$ cat src/rtl/rv32_uart_pkg.sv
// Shared definitions for the peripheral-bus UART responder: register offsets, STATUS bit layout
// and the state encoding common to the transmit and receive engines.
package rv32_uart_pkg;

  localparam logic [1:0] RegTxData  = 2'd0;
  localparam logic [1:0] RegRxData  = 2'd1;
  localparam logic [1:0] RegStatus  = 2'd2;
  localparam logic [1:0] RegBaudDiv = 2'd3;

  localparam int unsigned StatTxFull   = 0;
  localparam int unsigned StatTxEmpty  = 1;
  localparam int unsigned StatTxBusy   = 2;
  localparam int unsigned StatRxValid  = 3;
  localparam int unsigned StatRxOvr    = 4;
  localparam int unsigned StatTxOvf    = 5;
  localparam int unsigned StatFrameErr = 6;

  typedef enum logic [1:0] {StIdle, StStart, StData, StStop} uart_state_t;

  // Divisors below 3 leave no room for a mid-bit sample point.
  function automatic logic [15:0] baud_clamp(input logic [15:0] v);
    return (v < 16'd3) ? 16'd3 : v;
  endfunction

endpackage

$ cat src/rtl/rv32_uart_if.sv
// Core-side load/store port of the UART responder.
interface rv32_uart_if;
  logic [3:0]  mem_we;
  logic [31:0] mem_addr;
  logic [31:0] mem_wdata;
  logic [31:0] mem_rdata;

  modport master (output mem_we, output mem_addr, output mem_wdata, input mem_rdata);
  modport slave  (input mem_we, input mem_addr, input mem_wdata, output mem_rdata);
endinterface

$ cat src/rtl/rv32_uart_fifo.sv
// Synchronous first-word-fall-through FIFO; a push into a full FIFO is accepted only when a pop
// frees a slot in the same cycle.
module rv32_uart_fifo #(
  parameter int unsigned Depth = 8,
  parameter int unsigned Width = 8
) (
  input  logic             clk_i,
  input  logic             rst_ni,
  input  logic             push_i,
  input  logic [Width-1:0] data_i,
  input  logic             pop_i,
  output logic             full_o,
  output logic             empty_o,
  output logic [Width-1:0] data_o
);
  localparam int unsigned PtrW = $clog2(Depth);

  logic [PtrW:0]    wptr_q, wptr_d, rptr_q, rptr_d;
  logic [Width-1:0] mem_q [Depth];
  logic             push_ok, pop_ok;

  assign empty_o = (wptr_q == rptr_q);
  assign full_o  = (wptr_q[PtrW] != rptr_q[PtrW]) &&
                   (wptr_q[PtrW-1:0] == rptr_q[PtrW-1:0]);
  assign pop_ok  = pop_i & ~empty_o;
  assign push_ok = push_i & (~full_o | pop_ok);
  assign data_o  = mem_q[rptr_q[PtrW-1:0]];

  always_comb begin
    wptr_d = wptr_q + {{PtrW{1'b0}}, push_ok};
    rptr_d = rptr_q + {{PtrW{1'b0}}, pop_ok};
  end

  always_ff @(posedge clk_i or negedge rst_ni) begin
    if (!rst_ni) begin
      wptr_q <= '0;
      rptr_q <= '0;
    end else begin
      wptr_q <= wptr_d;
      rptr_q <= rptr_d;
    end
  end

  always_ff @(posedge clk_i) begin
    if (push_ok) begin
      mem_q[wptr_q[PtrW-1:0]] <= data_i;
    end
  end

endmodule

$ cat src/rtl/rv32_uart_responder.sv
// Memory-mapped 8N1 UART target: register file, FIFO-fed transmitter and a receiver with a
// single-entry holding register.
module rv32_uart_responder
  import rv32_uart_pkg::*;
#(
  parameter int unsigned ClkHz   = 50_000_000,
  parameter int unsigned Baud    = 115_200,
  parameter int unsigned TxDepth = 8
) (
  input  logic        clk_i,
  input  logic        rst_n_i,
  rv32_uart_if.slave  bus,
  input  logic        uart_rx_i,
  output logic        uart_tx_o
);
  localparam logic [15:0] BaudDivRst = 16'(ClkHz / Baud - 1);

  logic [1:0]  reg_sel;
  logic        wr_tx, wr_stat, rx_pop;
  logic [2:0]  flag_clr;
  logic [15:0] baud_q, baud_d, baud_new;

  logic        fifo_full, fifo_empty, tx_pop;
  logic [7:0]  fifo_dout;

  uart_state_t tx_state_q, tx_state_d;
  logic [15:0] tx_cnt_q, tx_cnt_d;
  logic [2:0]  tx_bit_q, tx_bit_d;
  logic [7:0]  tx_shift_q, tx_shift_d;
  logic        tx_q, tx_d, tx_cnt_zero;

  logic        rx_meta_q, rx_sync_q, rx_prev_q;
  uart_state_t rx_state_q, rx_state_d;
  logic [15:0] rx_cnt_q, rx_cnt_d;
  logic [2:0]  rx_bit_q, rx_bit_d;
  logic [7:0]  rx_shift_q, rx_shift_d;
  logic        rx_cnt_zero, rx_done, ferr_set, ovr_set, ovf_set;

  logic        rx_valid_q, rx_valid_d;
  logic [7:0]  rx_byte_q, rx_byte_d;
  logic        ovr_q, ovr_d, ovf_q, ovf_d, ferr_q, ferr_d;
  logic [6:0]  status;
  logic [31:0] rdata;
  logic        unused_bus;

  assign unused_bus = ^{bus.mem_addr[31:4], bus.mem_addr[1:0], bus.mem_wdata[31:16],
                        bus.mem_we[3:2]};

  assign reg_sel  = bus.mem_addr[3:2];
  assign wr_tx    = bus.mem_we[0] && (reg_sel == RegTxData);
  assign wr_stat  = bus.mem_we[0] && (reg_sel == RegStatus);
  assign rx_pop   = wr_stat && bus.mem_wdata[StatRxValid];
  assign flag_clr = wr_stat ? bus.mem_wdata[StatFrameErr:StatRxOvr] : 3'b000;

  always_comb begin
    baud_new = baud_q;
    if (reg_sel == RegBaudDiv) begin
      if (bus.mem_we[0]) baud_new[7:0]  = bus.mem_wdata[7:0];
      if (bus.mem_we[1]) baud_new[15:8] = bus.mem_wdata[15:8];
    end
    baud_d = baud_clamp(baud_new);
  end

  rv32_uart_fifo #(
    .Depth (TxDepth),
    .Width (8)
  ) u_tx_fifo (
    .clk_i   (clk_i),
    .rst_ni  (rst_n_i),
    .push_i  (wr_tx),
    .data_i  (bus.mem_wdata[7:0]),
    .pop_i   (tx_pop),
    .full_o  (fifo_full),
    .empty_o (fifo_empty),
    .data_o  (fifo_dout)
  );

  // Baud counters reload from baud_q only at bit boundaries, so divisor writes land cleanly.
  assign tx_cnt_zero = (tx_cnt_q == 16'd0);

  always_comb begin
    tx_state_d = tx_state_q;
    tx_cnt_d   = tx_cnt_zero ? baud_q : tx_cnt_q - 16'd1;
    tx_bit_d   = tx_bit_q;
    tx_shift_d = tx_shift_q;
    tx_pop     = 1'b0;
    unique case (tx_state_q)
      StIdle: begin
        if (!fifo_empty) begin
          tx_pop     = 1'b1;
          tx_shift_d = fifo_dout;
          tx_cnt_d   = baud_q;
          tx_state_d = StStart;
        end
      end
      StStart: begin
        if (tx_cnt_zero) begin
          tx_bit_d   = 3'd0;
          tx_state_d = StData;
        end
      end
      StData: begin
        if (tx_cnt_zero) begin
          tx_shift_d = {1'b0, tx_shift_q[7:1]};
          tx_bit_d   = tx_bit_q + 3'd1;
          if (tx_bit_q == 3'd7) tx_state_d = StStop;
        end
      end
      StStop: begin
        if (tx_cnt_zero) begin
          if (!fifo_empty) begin
            tx_pop     = 1'b1;
            tx_shift_d = fifo_dout;
            tx_state_d = StStart;
          end else begin
            tx_state_d = StIdle;
          end
        end
      end
      default: tx_state_d = StIdle;
    endcase

    case (tx_state_q)
      StStart: tx_d = 1'b0;
      StData:  tx_d = tx_shift_q[0];
      default: tx_d = 1'b1;
    endcase
  end

  assign rx_cnt_zero = (rx_cnt_q == 16'd0);

  always_comb begin
    rx_state_d = rx_state_q;
    rx_cnt_d   = rx_cnt_zero ? baud_q : rx_cnt_q - 16'd1;
    rx_bit_d   = rx_bit_q;
    rx_shift_d = rx_shift_q;
    rx_done    = 1'b0;
    ferr_set   = 1'b0;
    unique case (rx_state_q)
      StIdle: begin
        if (rx_prev_q && !rx_sync_q) begin
          rx_cnt_d   = baud_q >> 1;
          rx_state_d = StStart;
        end
      end
      StStart: begin
        if (rx_cnt_zero) begin
          rx_bit_d   = 3'd0;
          rx_state_d = rx_sync_q ? StIdle : StData;
        end
      end
      StData: begin
        if (rx_cnt_zero) begin
          rx_shift_d = {rx_sync_q, rx_shift_q[7:1]};
          rx_bit_d   = rx_bit_q + 3'd1;
          if (rx_bit_q == 3'd7) rx_state_d = StStop;
        end
      end
      StStop: begin
        if (rx_cnt_zero) begin
          rx_done    = rx_sync_q;
          ferr_set   = ~rx_sync_q;
          rx_state_d = StIdle;
        end
      end
      default: rx_state_d = StIdle;
    endcase
  end

  // A delivery that coincides with a pop replaces the held byte instead of overrunning.
  always_comb begin
    rx_valid_d = rx_valid_q;
    rx_byte_d  = rx_byte_q;
    ovr_set    = 1'b0;
    if (rx_done) begin
      if (!rx_valid_q || rx_pop) begin
        rx_byte_d  = rx_shift_q;
        rx_valid_d = 1'b1;
      end else begin
        ovr_set = 1'b1;
      end
    end else if (rx_pop) begin
      rx_valid_d = 1'b0;
    end
    ovf_set = wr_tx && fifo_full && !tx_pop;
    ovr_d   = ovr_set  | (ovr_q  & ~flag_clr[0]);
    ovf_d   = ovf_set  | (ovf_q  & ~flag_clr[1]);
    ferr_d  = ferr_set | (ferr_q & ~flag_clr[2]);
  end

  always_comb begin
    status               = '0;
    status[StatTxFull]   = fifo_full;
    status[StatTxEmpty]  = fifo_empty;
    status[StatTxBusy]   = (tx_state_q != StIdle);
    status[StatRxValid]  = rx_valid_q;
    status[StatRxOvr]    = ovr_q;
    status[StatTxOvf]    = ovf_q;
    status[StatFrameErr] = ferr_q;
    unique case (reg_sel)
      RegRxData:  rdata = {23'd0, rx_valid_q, rx_byte_q};
      RegStatus:  rdata = {25'd0, status};
      RegBaudDiv: rdata = {16'd0, baud_q};
      default:    rdata = 32'd0;
    endcase
  end

  assign bus.mem_rdata = rdata;
  assign uart_tx_o     = tx_q;

  always_ff @(posedge clk_i or negedge rst_n_i) begin
    if (!rst_n_i) begin
      baud_q     <= BaudDivRst;
      tx_state_q <= StIdle;
      tx_cnt_q   <= '0;
      tx_bit_q   <= '0;
      tx_shift_q <= '0;
      tx_q       <= 1'b1;
      rx_meta_q  <= 1'b1;
      rx_sync_q  <= 1'b1;
      rx_prev_q  <= 1'b1;
      rx_state_q <= StIdle;
      rx_cnt_q   <= '0;
      rx_bit_q   <= '0;
      rx_shift_q <= '0;
      rx_valid_q <= 1'b0;
      rx_byte_q  <= '0;
      ovr_q      <= 1'b0;
      ovf_q      <= 1'b0;
      ferr_q     <= 1'b0;
    end else begin
      baud_q     <= baud_d;
      tx_state_q <= tx_state_d;
      tx_cnt_q   <= tx_cnt_d;
      tx_bit_q   <= tx_bit_d;
      tx_shift_q <= tx_shift_d;
      tx_q       <= tx_d;
      rx_meta_q  <= uart_rx_i;
      rx_sync_q  <= rx_meta_q;
      rx_prev_q  <= rx_sync_q;
      rx_state_q <= rx_state_d;
      rx_cnt_q   <= rx_cnt_d;
      rx_bit_q   <= rx_bit_d;
      rx_shift_q <= rx_shift_d;
      rx_valid_q <= rx_valid_d;
      rx_byte_q  <= rx_byte_d;
      ovr_q      <= ovr_d;
      ovf_q      <= ovf_d;
      ferr_q     <= ferr_d;
    end
  end

endmodule
$ cat src/flat_wrapper.sv
// flat-port wrapper written by rule: the top's interface ports become plain ports
module rv32_uart_responder_flat import rv32_uart_pkg::*;
#(
  parameter int unsigned ClkHz   = 50_000_000,
  parameter int unsigned Baud    = 115_200,
  parameter int unsigned TxDepth = 8
)
  (clk_i, rst_n_i, uart_rx_i, uart_tx_o, bus_mem_we, bus_mem_addr, bus_mem_wdata, bus_mem_rdata);
  rv32_uart_if bus_i ();
  input  logic clk_i;
  input  logic rst_n_i;
  input  logic uart_rx_i;
  output logic uart_tx_o;
  input wire logic [$bits(bus_i.mem_we)-1:0] bus_mem_we;
  input wire logic [$bits(bus_i.mem_addr)-1:0] bus_mem_addr;
  input wire logic [$bits(bus_i.mem_wdata)-1:0] bus_mem_wdata;
  output wire logic [$bits(bus_i.mem_rdata)-1:0] bus_mem_rdata;
  assign bus_i.mem_we = bus_mem_we;
  assign bus_i.mem_addr = bus_mem_addr;
  assign bus_i.mem_wdata = bus_mem_wdata;
  assign bus_mem_rdata = bus_i.mem_rdata;
  rv32_uart_responder #(.ClkHz(ClkHz), .Baud(Baud), .TxDepth(TxDepth)) u_core (.clk_i(clk_i), .rst_n_i(rst_n_i), .bus(bus_i), .uart_rx_i(uart_rx_i), .uart_tx_o(uart_tx_o));
endmodule
$ cat config.mk
export PLATFORM = sky130hd
export DESIGN_NAME = rv32_uart_responder_flat
export DESIGN_NICKNAME = d
export VERILOG_FILES = /design/src/rtl/rv32_uart_pkg.sv /design/src/rtl/rv32_uart_if.sv /design/src/rtl/rv32_uart_fifo.sv /design/src/rtl/rv32_uart_responder.sv /design/src/flat_wrapper.sv
export SDC_FILE = /design/constraint.sdc
export NUM_CORES = 1
export LEC_CHECK = 0
export CAP_MARGIN = 10
export CORE_AREA = 10 10 172 126
export CTS_CLUSTER_SIZE = 28
export DETAILED_ROUTE_END_ITERATION = 10
export DIE_AREA = 0 0 182 136
export GPL_ROUTABILITY_DRIVEN = 0
export GPL_TIMING_DRIVEN = 0
export PLACE_DENSITY = 0.74
export SKIP_LAST_GASP = 1
export SLEW_MARGIN = 20
export SYNTH_ARGS = -nofsm -noshare
export SYNTH_HDL_FRONTEND = slang
export SYNTH_SLANG_ARGS = --single-unit
export TNS_END_PERCENT = 1
$ cat constraint.sdc
create_clock -name clk_i -period 5.2 [get_ports clk_i]
set_input_delay 1.04 -clock clk_i [delete_from_list [all_inputs] [get_ports clk_i]]
set_output_delay 1.04 -clock clk_i [all_outputs]
set_load 0.01 [all_outputs]
==> qor.csv, run 1 <==
stage,metric,value,unit
cells_and_area,area_growth_syn_to_layout,17.31,%
critical_path,worstPathArrival,3.28,ns
cells_and_area,stdcell_count,998,
placed_design,portBuffers,39,
yosys,yosys-top-cells-count,"dfrtp_1 (89), edfxtp_1 (64), nand2_1 (59)",
clock_tree,cts_tree,done,
timing,drv_slew,0,
power_and_ir_drop,totalPowerFinal,4.879,mW
route,route.detailed.drc,0,
route,vias_per_cell,5.388,
critical_path,cpMostUsedCell,clkdlybuf4s50_1,
floorplanning,core,0.01845,mm2
clock_tree,cts_resized,0,
cells_and_area,layout-drive-gt1-share,19.84,%
clock_tree,cts_buffers,17,
cells_and_area,fillCellCount,1572,
yosys,synth_cells,669,
timing,holdWs,0.3563,ns
critical_path,reg2reg_depth,8,
placed_design,place_area,0.008861,mm2
floorplanning,start_util,43.73,%
cells_and_area,diodes,0,
global_routing,antenna_found_initial,0,
yosys,syn-cell-area,0.008066,mm2
critical_path,timing.rr.end,u_core.u_tx_fifo.mem_q[1][7]$_DFFE_PP_,
critical_path,regToRegSetupSlack,2.31,ns
floorplanning,row_count,42,
critical_path,cp_top_family,buffers and inverters,
critical_path,critPathKind,input port to output pin,
clock_tree,clk_pin_slew_worst_paths,0.07,ns
clock_tree,root_buffer,clkbuf_16,
clock_tree,cts_hold_repair.buffers,0,
critical_path,setup.worst_path.end_class,output pin,
critical_path,crit_chain,"clkdlybuf4s50_1, buf_1, clkbuf_1, o21ai_0, a22o_1, clkdlybuf4s50_1",
placed_design,dpl.cell_count,967,
global_routing,grt_pass1_wl,28470,um
cells_and_area,regArea,0.004385,mm2
power_and_ir_drop,ir_drop,0.2711,mV
critical_path,crit_buf_inv,4,
timing,slew_headroom,36.19,%
yosys,ys.flop_type,dfrtp_1,
critical_path,worstPathRequired,4.16,ns
yosys,synth_edf_count,64,
clock_tree,cts.sinks,162,
timing,fin_worst_skew,0.01153,ns
yosys,yosys_warnings,0,
cells_and_area,multi_input_area,0.003390,mm2
clock_tree,h-tree-depth,4,
critical_path,worstSetupStartpoint,bus_mem_addr[2],
route,firstDrtPassIters,5,
critical_path,worstSetupStartpointType,input port,
timing,max_clock_freq,231.4,MHz
placed_design,dp_hpwl,12500,um
route,drt-initial-drc-count,380,
critical_path,slowest_delay,0.58,ns
yosys,ys_seq_area_share,54.37,%
yosys,synth_top_area_cell,dfrtp_1,
timing,layout_min_cycle_time,4.322,ns
route,drt_wl_total,17640,um
yosys,syn_avg_cell_area,12.06,um2
yosys,synth_top_cell_area_share,27.61,%
cells_and_area,finalInstanceArea,0.009463,mm2
route,ant_nets,0,
yosys,yosys-top-cells-area,"dfrtp_1 (28%), edfxtp_1 (24%), mux2i_1 (4.3%)",
cells_and_area,fin_nets,837,
timing,finalHoldViolCount,0,
cells_and_area,final_util,51.30,%
floorplanning,die_w,182,um
flow_run,cap_viol_max_count,0,
power_and_ir_drop,p_leak,3.892,nW
critical_path,endpoint,bus_mem_rdata[1],
yosys,synth_cell_types,73,
yosys,ys_ff_latch,162,
yosys,async_flop_share,60.49,%
floorplanning,ios,104,
route,wl_per_cell,17.68,um
clock_tree,cts_buffer_depth,2,
hold_path,hold_path.class,flip-flop to flip-flop,
critical_path,path_depth,6,
clock_tree,post_cts_buffers,0,
route,dr_total_vias,5377,
run_status,status,"finished, final reports clean",
clock_tree,worst_skew_pair.late_latency,0.43,ns
floorplanning,die_h,136,um
timing,tightest_slew,0.9551,ns
floorplanning,dieArea,0.02475,mm2
timing,setup_violations,0,
global_routing,grt_pass1_vias,5204,
timing,timing.final.crit_share,83.12,%
global_routing,grt_overflow,0,
critical_path,cp_max_fo,10,
global_routing,grt_max_degree,73,
yosys,synth_most_common_cell,dfrtp_1,
critical_path,slowest_stage,clkdlybuf4s50_1,
timing,rsz0062_at_grt,no,
global_routing,grt_usage,14.38,%
critical_path,r2r_start,u_core.tx_cnt_q[0]$_DFF_PN0_,
power_and_ir_drop,p_per_area,515.6,mW/mm2
==> sequential cells by signal, indices dropped and copies added (netlist names), 4 cells and up, named ones only <==
| name | flops |
|---|---|
| u_core.baud_q | 16 |
| u_core.rx_byte_q | 8 |
| u_core.rx_cnt_q | 16 |
| u_core.rx_shift_q | 8 |
| u_core.tx_cnt_q | 16 |
| u_core.tx_shift_q | 8 |
| u_core.u_tx_fifo.mem_q | 64 |
| u_core.u_tx_fifo.rptr_q | 4 |
| u_core.u_tx_fifo.wptr_q | 4 |
==> logic make-up (layout without fill, tap and decap cells) <==
logic type,count (synthesis),in the layout,share of synthesized area (%)
AOI/OAI and AO/OA,127,127,10.49
xor gates and xnor gates,31,31,3.366
adders and majority gates,22,22,3.412
buffers and inverters,65,137,4.669
DFF,162,162,54.37
muxes,74,74,10.44
other,1,16,0.04649
and+or+nand+nor,187,187,13.22
==> area by class of cell <==
type | instances | area share [%]
sequential | 162 | 46.34
timing repair buffer | 41 | 4.482
tap | 242 | 3.200
buffer | 45 | 3.187
multi-input combinational | 457 | 35.82
inverter | 20 | 0.7933
clock buffer | 17 | 4.496
clock inverter | 14 | 1.679
==> power breakdown <==
group	internal (mW)	switching, mW	total (mW)
logic	0.779	0.999	1.78
clock network	0.684	0.567	1.25
registers	1.60	0.248	1.85
==> worst min-delay path by stage <==
stage	startpoint	end	cells past startpoint
floorplan	u_core.rx_meta_q$_DFF_PN1_	u_core.rx_sync_q$_DFF_PN1_	0
global placement	u_core.rx_meta_q$_DFF_PN1_	u_core.rx_sync_q$_DFF_PN1_	0
detailed placement	u_core.rx_meta_q$_DFF_PN1_	u_core.rx_sync_q$_DFF_PN1_	0
CTS	u_core.rx_meta_q$_DFF_PN1_	u_core.rx_sync_q$_DFF_PN1_	0
global route	u_core.rx_meta_q$_DFF_PN1_	u_core.rx_sync_q$_DFF_PN1_	0
finish	u_core.rx_meta_q$_DFF_PN1_	u_core.rx_sync_q$_DFF_PN1_	0
==> placed cells by master, fill, tap and decap left out, types with 16 or more instances in the layout <==
master	count
mux2i_1	35
inv_1	19
nor2_1	30
ha_1	22
clkbuf_16	17
conb_1	16
o21ai_0	40
clkdlybuf4s50_1	38
buf_4	17
edfxtp_1	64
dfrtp_1	89
mux2_2	29
xor2_1	18
nand2_1	59
==> worst reg2reg max path, stage by stage (launching register included) <==
cell and delay (ns):
dfrtp_1 0.41, inv_1 0.10, ha_1 0.16, nor4b_1 0.21, and4_1 0.26, buf_6 0.16, nor3b_2 0.19, o21ai_2 0.19
nor4b_2 0.83
==> metrics by stage <==
stage	setup TNS, ns	setup slack, ns
2_1_floorplan	0	2.217
3_3_place_gp	-61.80	-0.7041
3_5_place_dp	0	0.9086
4_1_cts	0	0.8976
5_1_grt	0	0.7371
6_report	0	0.8776
==> per-layer routing <==
layer  part of all wire (%)  vias up  track usage [%]
li1                       -     2557                -
met1                     50     2658            21.11
met2                     43      147            20.29
met3                    6.1       15            4.250
met4                   0.87        0            3.155
met5                      0        -                0
Power figures use the tool's default switching activity.
==> inputs of run 2 (changes only) <==
- clock period: 5.2 -> 4.3 ns (I/O delays scaled with it)
==> results of run 2 <==
Same layout as run 1 (identical final DEF). Status: finished, final reports clean.
Among the figures that moved: setup slack after placement 0.9086 ns -> 0.3686 ns; clock-pin slew on the worst setup and hold paths 0.07 ns -> 0.06 ns; setup slack after layout 0.8776 ns -> 0.3376 ns; hold slack 0.3563 ns -> 0.2932 ns; register-to-register setup slack 2.31 ns -> 1.41 ns; total power 4.879 mW -> 5.900 mW; worst IR drop on VDD 0.2711 mV -> 0.3278 mV
==> inputs of run 3 (changes only) <==
- CAP_MARGIN: 10 -> unset
==> results of run 3 <==
Same layout as run 1 (identical final DEF). Status: finished, final reports clean.
Among the figures that moved: setup slack after placement 0.9086 ns -> 0.3686 ns; clock-pin slew on the worst setup and hold paths 0.07 ns -> 0.06 ns; setup slack after layout 0.8776 ns -> 0.3376 ns; hold slack 0.3563 ns -> 0.2932 ns; register-to-register setup slack 2.31 ns -> 1.41 ns; total power 4.879 mW -> 5.900 mW; worst IR drop on VDD 0.2711 mV -> 0.3278 mV
